[config.mk]
export PLATFORM = sky130hd
export DESIGN_NAME = lcd_bus_sequencer
export DESIGN_NICKNAME = d
export VERILOG_FILES = /design/src/rtl/lcd_pkg.sv /design/src/rtl/lcd_timer.sv /design/src/rtl/lcd_bus_sequencer.sv
export SDC_FILE = /design/constraint.sdc
export NUM_CORES = 1
export LEC_CHECK = 0
export CORE_MARGIN = 4
export CORE_UTILIZATION = 53
export DETAILED_ROUTE_END_ITERATION = 6
export PLACE_DENSITY = 0.95
export SYNTH_ARGS = -nofsm -noshare
export SYNTH_HDL_FRONTEND = slang
export SYNTH_HIERARCHICAL = 1
export SYNTH_SLANG_ARGS = --single-unit
[constraint.sdc]
create_clock -name clk -period 5.05 [get_ports clk]
set_input_delay 0.505 -clock clk [delete_from_list [all_inputs] [get_ports clk]]
set_output_delay 0.505 -clock clk [all_outputs]
set_load 0.03 [all_outputs]
[src/rtl/lcd_pkg.sv]
// Shared types and default timing for the 8080-style LCD write-bus sequencer.
package lcd_pkg;

    typedef enum logic [2:0] {
        ST_RST_LOW  = 3'd0,
        ST_RST_WAIT = 3'd1,
        ST_IDLE     = 3'd2,
        ST_SETUP    = 3'd3,
        ST_WR_LOW   = 3'd4,
        ST_WR_HIGH  = 3'd5
    } lcd_seq_state_t;

    localparam logic LCD_DCX_CMD  = 1'b0;
    localparam logic LCD_DCX_DATA = 1'b1;

    localparam int LCD_WR_LOW_CYC_DEF   = 2;
    localparam int LCD_WR_HIGH_CYC_DEF  = 2;
    localparam int LCD_RST_LOW_CYC_DEF  = 500;
    localparam int LCD_RST_WAIT_CYC_DEF = 250000;

    function automatic int lcd_max4(input int a, input int b, input int c, input int d);
        int m;
        m = a;
        if (b > m) begin
            m = b;
        end else begin
            m = m;
        end
        if (c > m) begin
            m = c;
        end else begin
            m = m;
        end
        if (d > m) begin
            m = d;
        end else begin
            m = m;
        end
        return m;
    endfunction

endpackage

[src/rtl/lcd_timer.sv]
// Loadable down-counter that stops at zero; done is high while the count is zero.
module lcd_timer #(
    parameter int          W           = 8,
    parameter logic [W-1:0] RESET_VALUE = '0
) (
    input  logic         clk,
    input  logic         reset,
    input  logic         load,
    input  logic [W-1:0] load_value,
    output logic         done
);

    logic [W-1:0] count_r;

    // Count register: load wins over decrement, holds at zero.
    always_ff @(posedge clk) begin
        if (reset) begin
            count_r <= RESET_VALUE;
        end else if (load) begin
            count_r <= load_value;
        end else if (count_r != {W{1'b0}}) begin
            count_r <= count_r - {{(W-1){1'b0}}, 1'b1};
        end else begin
            count_r <= count_r;
        end
    end

    assign done = (count_r == {W{1'b0}});

endmodule

[src/rtl/lcd_bus_sequencer.sv]
// 8080 parallel LCD write-bus sequencer: panel reset sequence, command/pixel
// arbitration (command wins) and per-word CSX/WRX timing.
module lcd_bus_sequencer
    import lcd_pkg::*;
#(
    parameter int WR_LOW_CYC   = LCD_WR_LOW_CYC_DEF,
    parameter int WR_HIGH_CYC  = LCD_WR_HIGH_CYC_DEF,
    parameter int RST_LOW_CYC  = LCD_RST_LOW_CYC_DEF,
    parameter int RST_WAIT_CYC = LCD_RST_WAIT_CYC_DEF
) (
    input  logic        clk,
    input  logic        reset,
    input  logic        cmd_valid,
    input  logic        cmd_dcx,
    input  logic [15:0] cmd_data,
    output logic        cmd_ready,
    input  logic        pix_valid,
    input  logic [15:0] pix_data,
    output logic        pix_ready,
    input  logic        hw_reset_req,
    output logic        busy,
    output logic        lcd_csx,
    output logic        lcd_dcx,
    output logic        lcd_wrx,
    output logic [15:0] lcd_d,
    output logic        lcd_resx
);

    localparam int CNT_W = $clog2(lcd_max4(WR_LOW_CYC, WR_HIGH_CYC,
                                           RST_LOW_CYC, RST_WAIT_CYC)) + 1;

    localparam logic [CNT_W-1:0] RST_LOW_LD  = CNT_W'(RST_LOW_CYC - 1);
    localparam logic [CNT_W-1:0] RST_WAIT_LD = CNT_W'(RST_WAIT_CYC - 1);
    localparam logic [CNT_W-1:0] WR_LOW_LD   = CNT_W'(WR_LOW_CYC - 1);
    localparam logic [CNT_W-1:0] WR_HIGH_LD  = CNT_W'(WR_HIGH_CYC - 1);
    localparam logic [CNT_W-1:0] SETUP_LD    = {CNT_W{1'b0}};

    lcd_seq_state_t   state_r;
    lcd_seq_state_t   state_s;
    logic             tmr_load_s;
    logic [CNT_W-1:0] tmr_value_s;
    logic             tmr_done_s;
    logic             cmd_fire_s;
    logic             pix_fire_s;
    logic             pending_r;
    logic             in_word_s;
    logic             csx_r;
    logic             wrx_r;
    logic             resx_r;
    logic             dcx_r;
    logic [15:0]      d_r;
    logic             busy_r;

    lcd_timer #(
        .W           (CNT_W),
        .RESET_VALUE (RST_LOW_LD)
    ) u_timer (
        .clk        (clk),
        .reset      (reset),
        .load       (tmr_load_s),
        .load_value (tmr_value_s),
        .done       (tmr_done_s)
    );

    // Next-state, timer load and handshake decode.
    always_comb begin
        state_s     = state_r;
        tmr_load_s  = 1'b0;
        tmr_value_s = {CNT_W{1'b0}};
        cmd_fire_s  = 1'b0;
        pix_fire_s  = 1'b0;
        cmd_ready   = 1'b0;
        pix_ready   = 1'b0;
        case (state_r)
            ST_RST_LOW: begin
                if (tmr_done_s) begin
                    state_s     = ST_RST_WAIT;
                    tmr_load_s  = 1'b1;
                    tmr_value_s = RST_WAIT_LD;
                end else begin
                    state_s = ST_RST_LOW;
                end
            end
            ST_RST_WAIT: begin
                if (tmr_done_s) begin
                    state_s = ST_IDLE;
                end else begin
                    state_s = ST_RST_WAIT;
                end
            end
            ST_IDLE: begin
                // A reset request suppresses both readies so no word is lost.
                if (hw_reset_req) begin
                    state_s     = ST_RST_LOW;
                    tmr_load_s  = 1'b1;
                    tmr_value_s = RST_LOW_LD;
                end else begin
                    cmd_ready = 1'b1;
                    pix_ready = !cmd_valid;
                    if (cmd_valid) begin
                        cmd_fire_s  = 1'b1;
                        state_s     = ST_SETUP;
                        tmr_load_s  = 1'b1;
                        tmr_value_s = SETUP_LD;
                    end else if (pix_valid) begin
                        pix_fire_s  = 1'b1;
                        state_s     = ST_SETUP;
                        tmr_load_s  = 1'b1;
                        tmr_value_s = SETUP_LD;
                    end else begin
                        state_s = ST_IDLE;
                    end
                end
            end
            ST_SETUP: begin
                if (tmr_done_s) begin
                    state_s     = ST_WR_LOW;
                    tmr_load_s  = 1'b1;
                    tmr_value_s = WR_LOW_LD;
                end else begin
                    state_s = ST_SETUP;
                end
            end
            ST_WR_LOW: begin
                if (tmr_done_s) begin
                    state_s     = ST_WR_HIGH;
                    tmr_load_s  = 1'b1;
                    tmr_value_s = WR_HIGH_LD;
                end else begin
                    state_s = ST_WR_LOW;
                end
            end
            ST_WR_HIGH: begin
                if (!tmr_done_s) begin
                    state_s = ST_WR_HIGH;
                end else if (pending_r || hw_reset_req) begin
                    state_s     = ST_RST_LOW;
                    tmr_load_s  = 1'b1;
                    tmr_value_s = RST_LOW_LD;
                end else begin
                    state_s = ST_IDLE;
                end
            end
            default: begin
                state_s     = ST_RST_LOW;
                tmr_load_s  = 1'b1;
                tmr_value_s = RST_LOW_LD;
            end
        endcase
    end

    assign in_word_s = (state_r == ST_SETUP) || (state_r == ST_WR_LOW) ||
                       (state_r == ST_WR_HIGH);

    // State register.
    always_ff @(posedge clk) begin
        if (reset) begin
            state_r <= ST_RST_LOW;
        end else begin
            state_r <= state_s;
        end
    end

    // Deferred reset request: remembered during a word, dropped on RST_LOW entry.
    always_ff @(posedge clk) begin
        if (reset) begin
            pending_r <= 1'b0;
        end else if (state_s == ST_RST_LOW) begin
            pending_r <= 1'b0;
        end else if (hw_reset_req && in_word_s) begin
            pending_r <= 1'b1;
        end else begin
            pending_r <= pending_r;
        end
    end

    // Bus pins are registered from the next state so they change with the state.
    always_ff @(posedge clk) begin
        if (reset) begin
            resx_r <= 1'b0;
            csx_r  <= 1'b1;
            wrx_r  <= 1'b1;
            busy_r <= 1'b1;
        end else begin
            resx_r <= (state_s != ST_RST_LOW);
            csx_r  <= !((state_s == ST_SETUP) || (state_s == ST_WR_LOW) ||
                        (state_s == ST_WR_HIGH));
            wrx_r  <= (state_s != ST_WR_LOW);
            busy_r <= (state_s != ST_IDLE);
        end
    end

    // Data and DCX captured on accept and held until the next accept.
    always_ff @(posedge clk) begin
        if (reset) begin
            d_r   <= 16'h0000;
            dcx_r <= LCD_DCX_DATA;
        end else if (cmd_fire_s) begin
            d_r   <= cmd_data;
            dcx_r <= cmd_dcx;
        end else if (pix_fire_s) begin
            d_r   <= pix_data;
            dcx_r <= LCD_DCX_DATA;
        end else begin
            d_r   <= d_r;
            dcx_r <= dcx_r;
        end
    end

    assign lcd_resx = resx_r;
    assign lcd_csx  = csx_r;
    assign lcd_wrx  = wrx_r;
    assign lcd_dcx  = dcx_r;
    assign lcd_d    = d_r;
    assign busy     = busy_r;

endmodule
==> flow_metrics.env, run 1 <==
export IMPL_result_of_the_run="finished, final reports clean"
export IMPL_worstSetupStartpointType="register"
export IMPL_worst_hold_path_num_cells=2
export IMPL_critical_path_startpoint="u_timer/count_r[14]$_SDFFE_PP0P_"
export IMPL_netlist_top_cells_area="dfxtp_1, a311oi_2, nand2_1"
export IMPL_cts_tree="built"
export IMPL_rsz0062_at_grt="no"
export IMPL_numClockSinks=44
export IMPL_critPathMaxFanout=21
export IMPL_final_layout_size_suffix_gt1_share_pct=13.7
export IMPL_routed_wirelength_um=6040
export IMPL_cts_htree_levels=2
export IMPL_synth_largest_area_cell="dfxtp_1"
export IMPL_vdd_ir_drop_worst_v=0.000138
export IMPL_antenna_cells_inserted=0
export IMPL_timing_rr_end="u_timer/count_r[15]$_SDFFE_PP0P_"
export IMPL_die_h_um=76.3
export IMPL_syn2layout_area_growth_pct=28.2
export IMPL_postSynth_asyncResetShare_pct=0
export IMPL_worst_endpoint_required_ps=5280
export IMPL_die_x_um=76.3
export IMPL_synthesis_instances=288
export IMPL_synth_edff_count=0
export IMPL_final_period_utilization_pct=74.2
export IMPL_place_detailed_hpwl_um=4460
export IMPL_worstPathArrival_ps=3980
export IMPL_cts_root_buf="clkbuf_8"
export IMPL_hp_class="reg -> reg"
export IMPL_synth_warning_count=6
export IMPL_n_fill_cell=304
export IMPL_final_standard_cell_utilization_of_the_core_pct=71.2
export IMPL_fp_dieArea_mm2=0.00582
export IMPL_mappedNetlistArea_mm2=0.00247
export IMPL_max_slew_margin_rel_pct=55.7
export IMPL_skew_ps=10.0
export IMPL_ys_seq_area_share_pct=35.7
export IMPL_drt_antenna_violating_nets=0
export IMPL_post_cts_resized_instances=0
export IMPL_timing_fmax_mhz=267
export IMPL_yosys_register_bits=44
export IMPL_post_cts_hold_buffer_count=0
export IMPL_yosys_cell_types_count=64
export IMPL_global_route_wire_length_before_repair_um=9980
export IMPL_final_setup_viol_count=0
export IMPL_crit_type="reg -> reg"
export IMPL_tightestPinTransition_ps=662
export IMPL_synth_top_area_share_pct=35.7
export IMPL_clock_insertion_delay_worst_skew_ps=300
export IMPL_min_from="u_timer/count_r[17]$_SDFFE_PP0P_"
export IMPL_hold_viol=0
export IMPL_vias=2379
export IMPL_leakage_nw=1.13
export IMPL_critical_path_reg2reg_startpoint="u_timer/count_r[14]$_SDFFE_PP0P_"
export IMPL_cts_setup_buffers=0
export IMPL_post_drt_wl_per_cell_um=15.3
export IMPL_portBuffers=60
export IMPL_timing_final_crit_period_ps=3750
export IMPL_fp_row_count=24
export IMPL_route_detailed_drc=0
export IMPL_num_nets_final=381
export IMPL_core_area_mm2=0.00444
export IMPL_max_clock_path_buffers=2
export IMPL_maxCapViolations=0
export IMPL_endpoint_of_the_worst_setup_timing_path="u_timer/count_r[15]$_SDFFE_PP0P_"
export IMPL_top_flip_flop_cell_by_instance_count_after_synthesis="dfxtp_1"
export IMPL_globalRouteTotalUtil_pct=20.5
export IMPL_worst_r2r_setup_slack_ps=1300
export IMPL_cts_buffers_inserted=5
export IMPL_vias_per_cell=6.02
export IMPL_boundaryPins=61
export IMPL_drt_pre_antenna_iters=4
export IMPL_detailedRoute_firstIterationViolations=258
export IMPL_avgSynthCellArea_um2=8.58
export IMPL_initial_utilization_pct=55.6
export IMPL_end_kind="register"
export IMPL_yosys_cell_count_top_type="dfxtp_1"
export IMPL_report_final_slew_viol_count=0
export IMPL_netlist_top_cells_count="dfxtp_1, nand2_1, nand3_1, nor2_1"
export IMPL_grt_max_degree=36
export IMPL_tns_ps=0
export IMPL_path_clk_slew_ps=90
export IMPL_grt_ovfl_total=0
export IMPL_routabilityCongestion=0.890
export IMPL_worst_r2r_path_depth=11
export IMPL_pwr_density_cell_mw_per_mm2=214
export IMPL_grt_pass1_vias=2215
export IMPL_number_of_antenna_violations_at_the_first_check_in_global_routing=0
how the worst min path moves through the flow:
stage | endpoint
after detailed placement | u_timer/count_r[17]$_SDFFE_PP0P_
after floorplan | u_timer/count_r[17]$_SDFFE_PP0P_
after CTS | u_timer/count_r[17]$_SDFFE_PP0P_
final | u_timer/count_r[17]$_SDFFE_PP0P_
after global placement | u_timer/count_r[17]$_SDFFE_PP0P_
after global routing | u_timer/count_r[17]$_SDFFE_PP0P_
layer usage:
metal	routed length [um]	GRT usage, %	vias up	share of wire [%]
met5	0	0	-	0
met4	60	5.98	0	0.99
met3	629	8.98	5	10
met2	2870	33.7	92	48
met1	2480	24.1	1109	41
li1	-	-	1173	-
worst max-delay path, cell delays in order, from the launching register on:
cell	delay, ps
dfxtp_1	340
or4_1	660
or4_4	630
nor2_1	360
maj3_1	220
o21ai_0	120
o41ai_2	70
buf_4	270
nor2b_1	490
nand2_1	190
o31a_1	170
a22oi_2	140
state kept, by name, indices dropped and copies added, names as in the netlist:
name,count
lcd_dcx,1
state_r,3
u_timer/count_r,19
busy,1
lcd_d,16
pending_r,1
lcd_csx,1
lcd_wrx,1
lcd_resx,1
cell type report:
type                       instances  area, um2  share of cell area [%]
multi-input combinational        220       1460                    46.1
sequential                        44        881                    27.8
timing repair buffer              62        616                    19.4
clock buffer                       6       72.6                    2.29
tap                               52       65.1                    2.06
inverter                           9       36.3                    1.15
clock inverter                     2       35.0                    1.11
per-stage QoR:
stage | setup WS [ps] | power (mW) | cells | area, um2 | hold slack (ps)
after floorplan | 1830 | 0.384 | 292 | 2480 | 443
after global placement | 1520 | 0.418 | 387 | 3060 | 463
after detailed placement | 1360 | 0.420 | 387 | 3060 | 465
after CTS | 1330 | 0.682 | 395 | 3170 | 477
final | 1300 | 0.678 | 395 | 3170 | 482
after global routing | 1080 | 0.700 | 395 | 3170 | 498
power by group:
part / leakage, nW / switching, mW / internal (mW)
clock: 0.0552 / 0.119 / 0.147
combinational: 0.715 / 0.0244 / 0.0338
sequential: 0.355 / 0.00395 / 0.350
total: 1.13 / 0.148 / 0.530
logic make-up after synthesis:
kind of cell | count (synthesis) | synth area share [%]
buf+inv | 28 | 6.13
flops | 44 | 35.7
fa+ha+maj | 2 | 0.912
other cells | 1 | 0.152
compound gates | 72 | 25.0
xor+xnor | 6 | 2.13
simple gates | 135 | 30.0
cell usage in the layout, fill, tap and decap left out, types with 4 or more instances in the layout:
cell type        instances
a311oi_1                 4
xor2_1                   4
conb_1                   5
o21ai_0                  5
dfxtp_1                 44
clkdlybuf4s50_1         60
nor2_2                  12
nand2b_1                 4
clkbuf_8                 5
o21ai_1                  8
o31ai_1                  5
nor4_1                   8
inv_1                    8
a21oi_1                 10
nor3_1                   7
nand2_1                 33
nand3_1                 19
nor2_1                  18
a311oi_2                12
Note: power is estimated with default switching activity, not from simulation.
==> inputs of run 2 (changes only) <==
--- a/config.mk
+++ b/config.mk
@@ -6,9 +6,9 @@
 export NUM_CORES = 1
 export LEC_CHECK = 0
 export CORE_MARGIN = 4
-export CORE_UTILIZATION = 53
+export CORE_UTILIZATION = 49
 export DETAILED_ROUTE_END_ITERATION = 6
-export PLACE_DENSITY = 0.95
+export PLACE_DENSITY = 0.9
 export SYNTH_ARGS = -nofsm -noshare
 export SYNTH_HDL_FRONTEND = slang
 export SYNTH_HIERARCHICAL = 1
==> constraint.sdc (replaced) <==
create_clock -name clk -period 3.5 [get_ports clk]
set_input_delay 0.35 -clock clk [delete_from_list [all_inputs] [get_ports clk]]
set_output_delay 0.35 -clock clk [all_outputs]
set_load 0.03 [all_outputs]
==> flow_metrics.env, run 2 (synthesis gave the netlist of run 1 again) <==
export IMPL_post_drt_wl_per_cell_um=15.7
export IMPL_grt_max_degree=36
export IMPL_end_kind="register"
export IMPL_place_detailed_hpwl_um=4800
export IMPL_maxCapViolations=0
export IMPL_cp_max_delay_cell="or4_1"
export IMPL_max_slew_margin_rel_pct=47.4
export IMPL_timing_final_crit_period_ps=3330
export IMPL_largest_register_ff_count=19
export IMPL_finalWorstSetupSlack_ps=172
export IMPL_tns_ps=0
export IMPL_hp_class="reg -> reg"
export IMPL_n_fill_cell=366
export IMPL_number_of_antenna_violations_at_the_first_check_in_global_routing=0
export IMPL_drt_pre_antenna_iters=4
export IMPL_core_area_mm2=0.00482
export IMPL_critPathMaxFanout=8
export IMPL_detailedRoute_firstIterationViolations=241
export IMPL_mostFrequentLayoutCell="clkdlybuf4s50_1"
export IMPL_global_route_wire_length_before_repair_um=10700
export IMPL_vias=2428
export IMPL_die_h_um=79.0
export IMPL_leakage_nw=1.16
export IMPL_cts_htree_levels=2
export IMPL_area_taken_by_multi_input_logic_gates_mm2=0.00147
export IMPL_globalRouteTotalUtil_pct=21.2
export IMPL_cts_buffers_inserted=5
export IMPL_final_period_utilization_pct=95.1
export IMPL_most_frequent_cells_in_the_layout="clkdlybuf4s50_1, dfxtp_1, nand2_1"
export IMPL_worstPathArrival_ps=3550
export IMPL_num_nets_final=387
export IMPL_die_x_um=79.0
export IMPL_max_clock_path_buffers=2
export IMPL_route_detailed_drc=0
export IMPL_rsz0062_at_grt="no"
export IMPL_timing_fmax_mhz=301
export IMPL_vdd_ir_drop_worst_v=0.000191
export IMPL_dp_worst_setup_slack_ps=168
export IMPL_skew_ps=13.3
export IMPL_top_register="u_timer/count_r"
export IMPL_register_area_um2=881
export IMPL_routabilityCongestion=0.912
export IMPL_final_layout_size_suffix_gt1_share_pct=15.5
export IMPL_path_clk_slew_ps=80
export IMPL_grt_pass1_vias=2335
export IMPL_fp_dieArea_mm2=0.00624
export IMPL_boundaryPins=61
export IMPL_cts_tree="built"
export IMPL_hold_viol=0
export IMPL_routed_wirelength_um=6540
export IMPL_post_cts_hold_buffer_count=0
export IMPL_cpPeakStageDelay_ps=670
export IMPL_worstSetupStartpointType="register"
export IMPL_clock_insertion_delay_worst_skew_ps=300
export IMPL_crit_path_cells="or4_1, or4_4, nor2_1, buf_4, maj3_1, o21ai_0, o41ai_2, nor2b_4, nand2_1, o31a_1, a22oi_2"
export IMPL_final_setup_viol_count=0
export IMPL_grt_ovfl_total=0
export IMPL_vias_per_cell=5.84
export IMPL_initial_utilization_pct=51.3
export IMPL_result_of_the_run="finished, final reports clean"
export IMPL_numClockSinks=44
export IMPL_crit_type="reg -> reg"
export IMPL_report_final_slew_viol_count=0
export IMPL_portBuffers=60
export IMPL_syn2layout_area_growth_pct=31.1
export IMPL_antenna_cells_inserted=0
export IMPL_drt_antenna_violating_nets=0
export IMPL_cts_root_buf="clkbuf_8"
export IMPL_pwr_density_cell_mw_per_mm2=303
export IMPL_worst_endpoint_required_ps=3720
export IMPL_fp_row_count=25
export IMPL_tightestPinTransition_ps=781
[run 2: changes by cell type in the layout (fill, tap and decap cells not counted), sizes merged]
cell  before  now
buf        2    8
[run 2: final timing paths]
path                                    start                                to  depth (start not counted)  slack, ps
max          u_timer/count_r[14]$_SDFFE_PP0P_  u_timer/count_r[17]$_SDFFE_PP0P_                         11        170
min          u_timer/count_r[17]$_SDFFE_PP0P_  u_timer/count_r[17]$_SDFFE_PP0P_                          2        490
max reg2reg  u_timer/count_r[14]$_SDFFE_PP0P_  u_timer/count_r[17]$_SDFFE_PP0P_                         11        170
min reg2reg  u_timer/count_r[17]$_SDFFE_PP0P_  u_timer/count_r[17]$_SDFFE_PP0P_                          2        490
[run 2: cell type report]
class / count / area share (%)
sequential: 44 / 27.2
multi-input combinational: 220 / 45.3
tap: 67 / 2.59
clock buffer: 6 / 2.24
inverter: 9 / 1.12
clock inverter: 2 / 1.08
timing repair buffer: 68 / 20.4
[run 2: report_power, final]
group | switching [mW] | internal [mW]
Combinational | 0.0363 | 0.0503
Sequential | 0.00539 | 0.505
Clock | 0.171 | 0.212
Total | 0.212 | 0.767
[run 2: metrics by stage]
stage               total power, mW  utilization (%)  hold slack (ps)  cells  cell area, um2
floorplan                     0.554                -              443    292            2480
global placement              0.605             64.8              458    408            3120
detailed placement            0.607             64.8              470    408            3120
CTS                           0.982             67.0              485    416            3230
global route                   1.01             67.2              516    416            3240
finish                        0.979             67.2              494    416            3240
[run 2: what timing repair did]
action / 4_1_cts / 5_1_grt
gates resized for setup: 0 / 2
endpoints found under the setup margin: 0 / 2
setup buffers: 0 / 0
[run 2: layer usage]
metal | global-route usage, % | wire, um | vias to the layer above
met2 | 36.3 | 3330 | 87
li1 | - | - | 1174
met1 | 24.4 | 2620 | 1143
met4 | 10.3 | 189 | 0
met5 | 0 | 0 | -
met3 | 5.78 | 408 | 24
[run 2: critical path, delay by kind of cell, from the launching register on]
family,cells,cell delay [ps]
AND/OR/NAND/NOR,5,1930
flip-flops,1,340
buffers and inverters,1,180
adder cells (fa/ha/maj),1,150
AO/OA/AOI/OAI,4,640
==> inputs of run 3 (changes only) <==
--- a/config.mk
+++ b/config.mk
@@ -8,6 +8,7 @@
 export CORE_MARGIN = 4
 export CORE_UTILIZATION = 49
 export DETAILED_ROUTE_END_ITERATION = 6
+export MAX_ROUTING_LAYER = met4
 export PLACE_DENSITY = 0.9
 export SYNTH_ARGS = -nofsm -noshare
 export SYNTH_HDL_FRONTEND = slang
==> flow_metrics.env, run 3 (synthesis gave the netlist of run 1 again) <==
export IMPL_final_standard_cell_utilization_of_the_core_pct=67.4
export IMPL_report_final_slew_viol_count=0
export IMPL_top_register="u_timer/count_r"
export IMPL_power_combinational_fraction_pct=8.4
export IMPL_critPathMaxFanout=8
export IMPL_antenna_cells_inserted=0
export IMPL_post_cts_hold_buffer_count=0
export IMPL_detailedRoute_firstIterationViolations=209
export IMPL_routed_wirelength_um=6430
export IMPL_number_of_antenna_violations_at_the_first_check_in_global_routing=0
export IMPL_max_clock_path_buffers=2
export IMPL_tightestPinTransition_ps=939
export IMPL_largest_register_ff_count=19
export IMPL_final_layout_size_suffix_gt1_share_pct=15.8
export IMPL_min_from="u_timer/count_r[17]$_SDFFE_PP0P_"
export IMPL_worst_r2r_setup_slack_ps=190
export IMPL_worstSetupStartpointType="register"
export IMPL_clock_insertion_delay_worst_skew_ps=300
export IMPL_critical_path_startpoint="u_timer/count_r[14]$_SDFFE_PP0P_"
export IMPL_tns_ps=0
export IMPL_hold_viol=0
export IMPL_die_x_um=79.0
export IMPL_syn2layout_area_growth_pct=31.4
export IMPL_timing_fmax_mhz=302
export IMPL_max_slew_margin_rel_pct=36.7
export IMPL_mostFrequentLayoutCell="clkdlybuf4s50_1"
export IMPL_portBuffers=60
export IMPL_post_drt_wl_per_cell_um=15.5
export IMPL_worst_hold_path_num_cells=2
export IMPL_maxCapViolations=0
export IMPL_core_area_mm2=0.00482
export IMPL_cts_root_buf="clkbuf_8"
export IMPL_cts_tree="built"
export IMPL_worst_endpoint_required_ps=3730
export IMPL_flop_pwr_share_pct=49.5
export IMPL_globalRouteTotalUtil_pct=21.1
export IMPL_grt_pass1_vias=2213
export IMPL_fp_dieArea_mm2=0.00624
export IMPL_path_clk_slew_ps=90
export IMPL_pwr_density_cell_mw_per_mm2=317
export IMPL_vias_per_cell=5.82
export IMPL_route_detailed_drc=0
export IMPL_timing_final_crit_period_ps=3310
export IMPL_cts_setup_buffers=0
export IMPL_fp_row_count=25
export IMPL_initial_utilization_pct=51.3
export IMPL_routabilityCongestion=0.904
export IMPL_place_detailed_hpwl_um=4580
export IMPL_finalWorstSetupSlack_ps=189
export IMPL_netSwitchingFraction_pct=21.6
export IMPL_post_cts_resized_instances=0
export IMPL_grt_ovfl_total=0
export IMPL_hp_class="reg -> reg"
export IMPL_num_nets_final=386
export IMPL_crit_type="reg -> reg"
export IMPL_final_period_utilization_pct=94.6
export IMPL_worstPathArrival_ps=3540
export IMPL_skew_ps=8.82
export IMPL_dp_worst_setup_slack_ps=142
export IMPL_numClockSinks=44
export IMPL_final_setup_viol_count=0
export IMPL_most_frequent_cells_in_the_layout="clkdlybuf4s50_1, dfxtp_1, nand2_1"
export IMPL_internal_power_uw=807
export IMPL_worst_r2r_path_depth=8
export IMPL_totalPowerFinal_mw=1.03
export IMPL_grt_max_degree=36
export IMPL_power_share_clock_pct=42.0
export IMPL_rsz0062_at_grt="no"
export IMPL_result_of_the_run="finished, final reports clean"
export IMPL_vias=2415
export IMPL_end_kind="register"
export IMPL_global_route_wire_length_before_repair_um=10100
export IMPL_vdd_ir_drop_worst_v=0.000257
export IMPL_drt_pre_antenna_iters=4
export IMPL_drt_antenna_violating_nets=0
export IMPL_cts_htree_levels=2
export IMPL_boundaryPins=61
export IMPL_critical_path_reg2reg_startpoint="u_timer/count_r[14]$_SDFFE_PP0P_"
export IMPL_leakage_nw=1.16
export IMPL_cts_buffers_inserted=5
export IMPL_net_switching_power_uw=223
export IMPL_die_h_um=79.0
[run 3: power by group through the flow]
stage | sequential, mW | clock [mW] | combinational, mW
floorplan | 0.520 | 0 | 0.0335
global placement | 0.522 | 0 | 0.0839
detailed placement | 0.522 | 0 | 0.0854
CTS | 0.510 | 0.437 | 0.0860
global route | 0.511 | 0.459 | 0.0927
finish | 0.510 | 0.433 | 0.0869
[run 3: through the flow]
stage          hold WS (ps)  instance area [um2]  std cells
3_3_place_gp            459                 3110        407
3_5_place_dp            465                 3110        407
2_1_floorplan           443                 2480        292
6_report                481                 3250        415
4_1_cts                 482                 3240        415
5_1_grt                 521                 3250        415
[run 3: cell type report]
| class | instances | area, um2 |
|---|---|---|
| fillers | 379 | 1570 |
| multi-input cells | 220 | 1470 |
| flip-flops and latches | 44 | 881 |
| repair buffers | 67 | 653 |
| clock buffers | 7 | 96.3 |
| well taps | 67 | 83.8 |
| inverters | 9 | 36.3 |
| clock inverters | 1 | 30.0 |
[run 3: path summary, 6_finish.rpt]
kind / to
setup / recovery: u_timer/count_r[17]$_SDFFE_PP0P_
hold reg to reg: u_timer/count_r[17]$_SDFFE_PP0P_
hold / removal: u_timer/count_r[17]$_SDFFE_PP0P_
setup reg to reg: u_timer/count_r[17]$_SDFFE_PP0P_
[run 3: critical path, cell delays in order, from the launching register on]
cell,delay (ps)
dfxtp_1,350
or4_1,650
or4_4,630
nor2_2,270
or3b_2,500
nor2_1,380
nand2_1,160
o31a_1,150
a22oi_2,140
[run 3: routing by layer]
| layer | vias to the layer above | global-route usage [%] | routed length (um) |
|---|---|---|---|
| li1 | 1182 | - | - |
| met1 | 1129 | 23.0 | 2620 |
| met2 | 95 | 36.7 | 3260 |
| met3 | 9 | 4.99 | 441 |
| met4 | 0 | 8.76 | 110 |
| met5 | - | - | 0 |
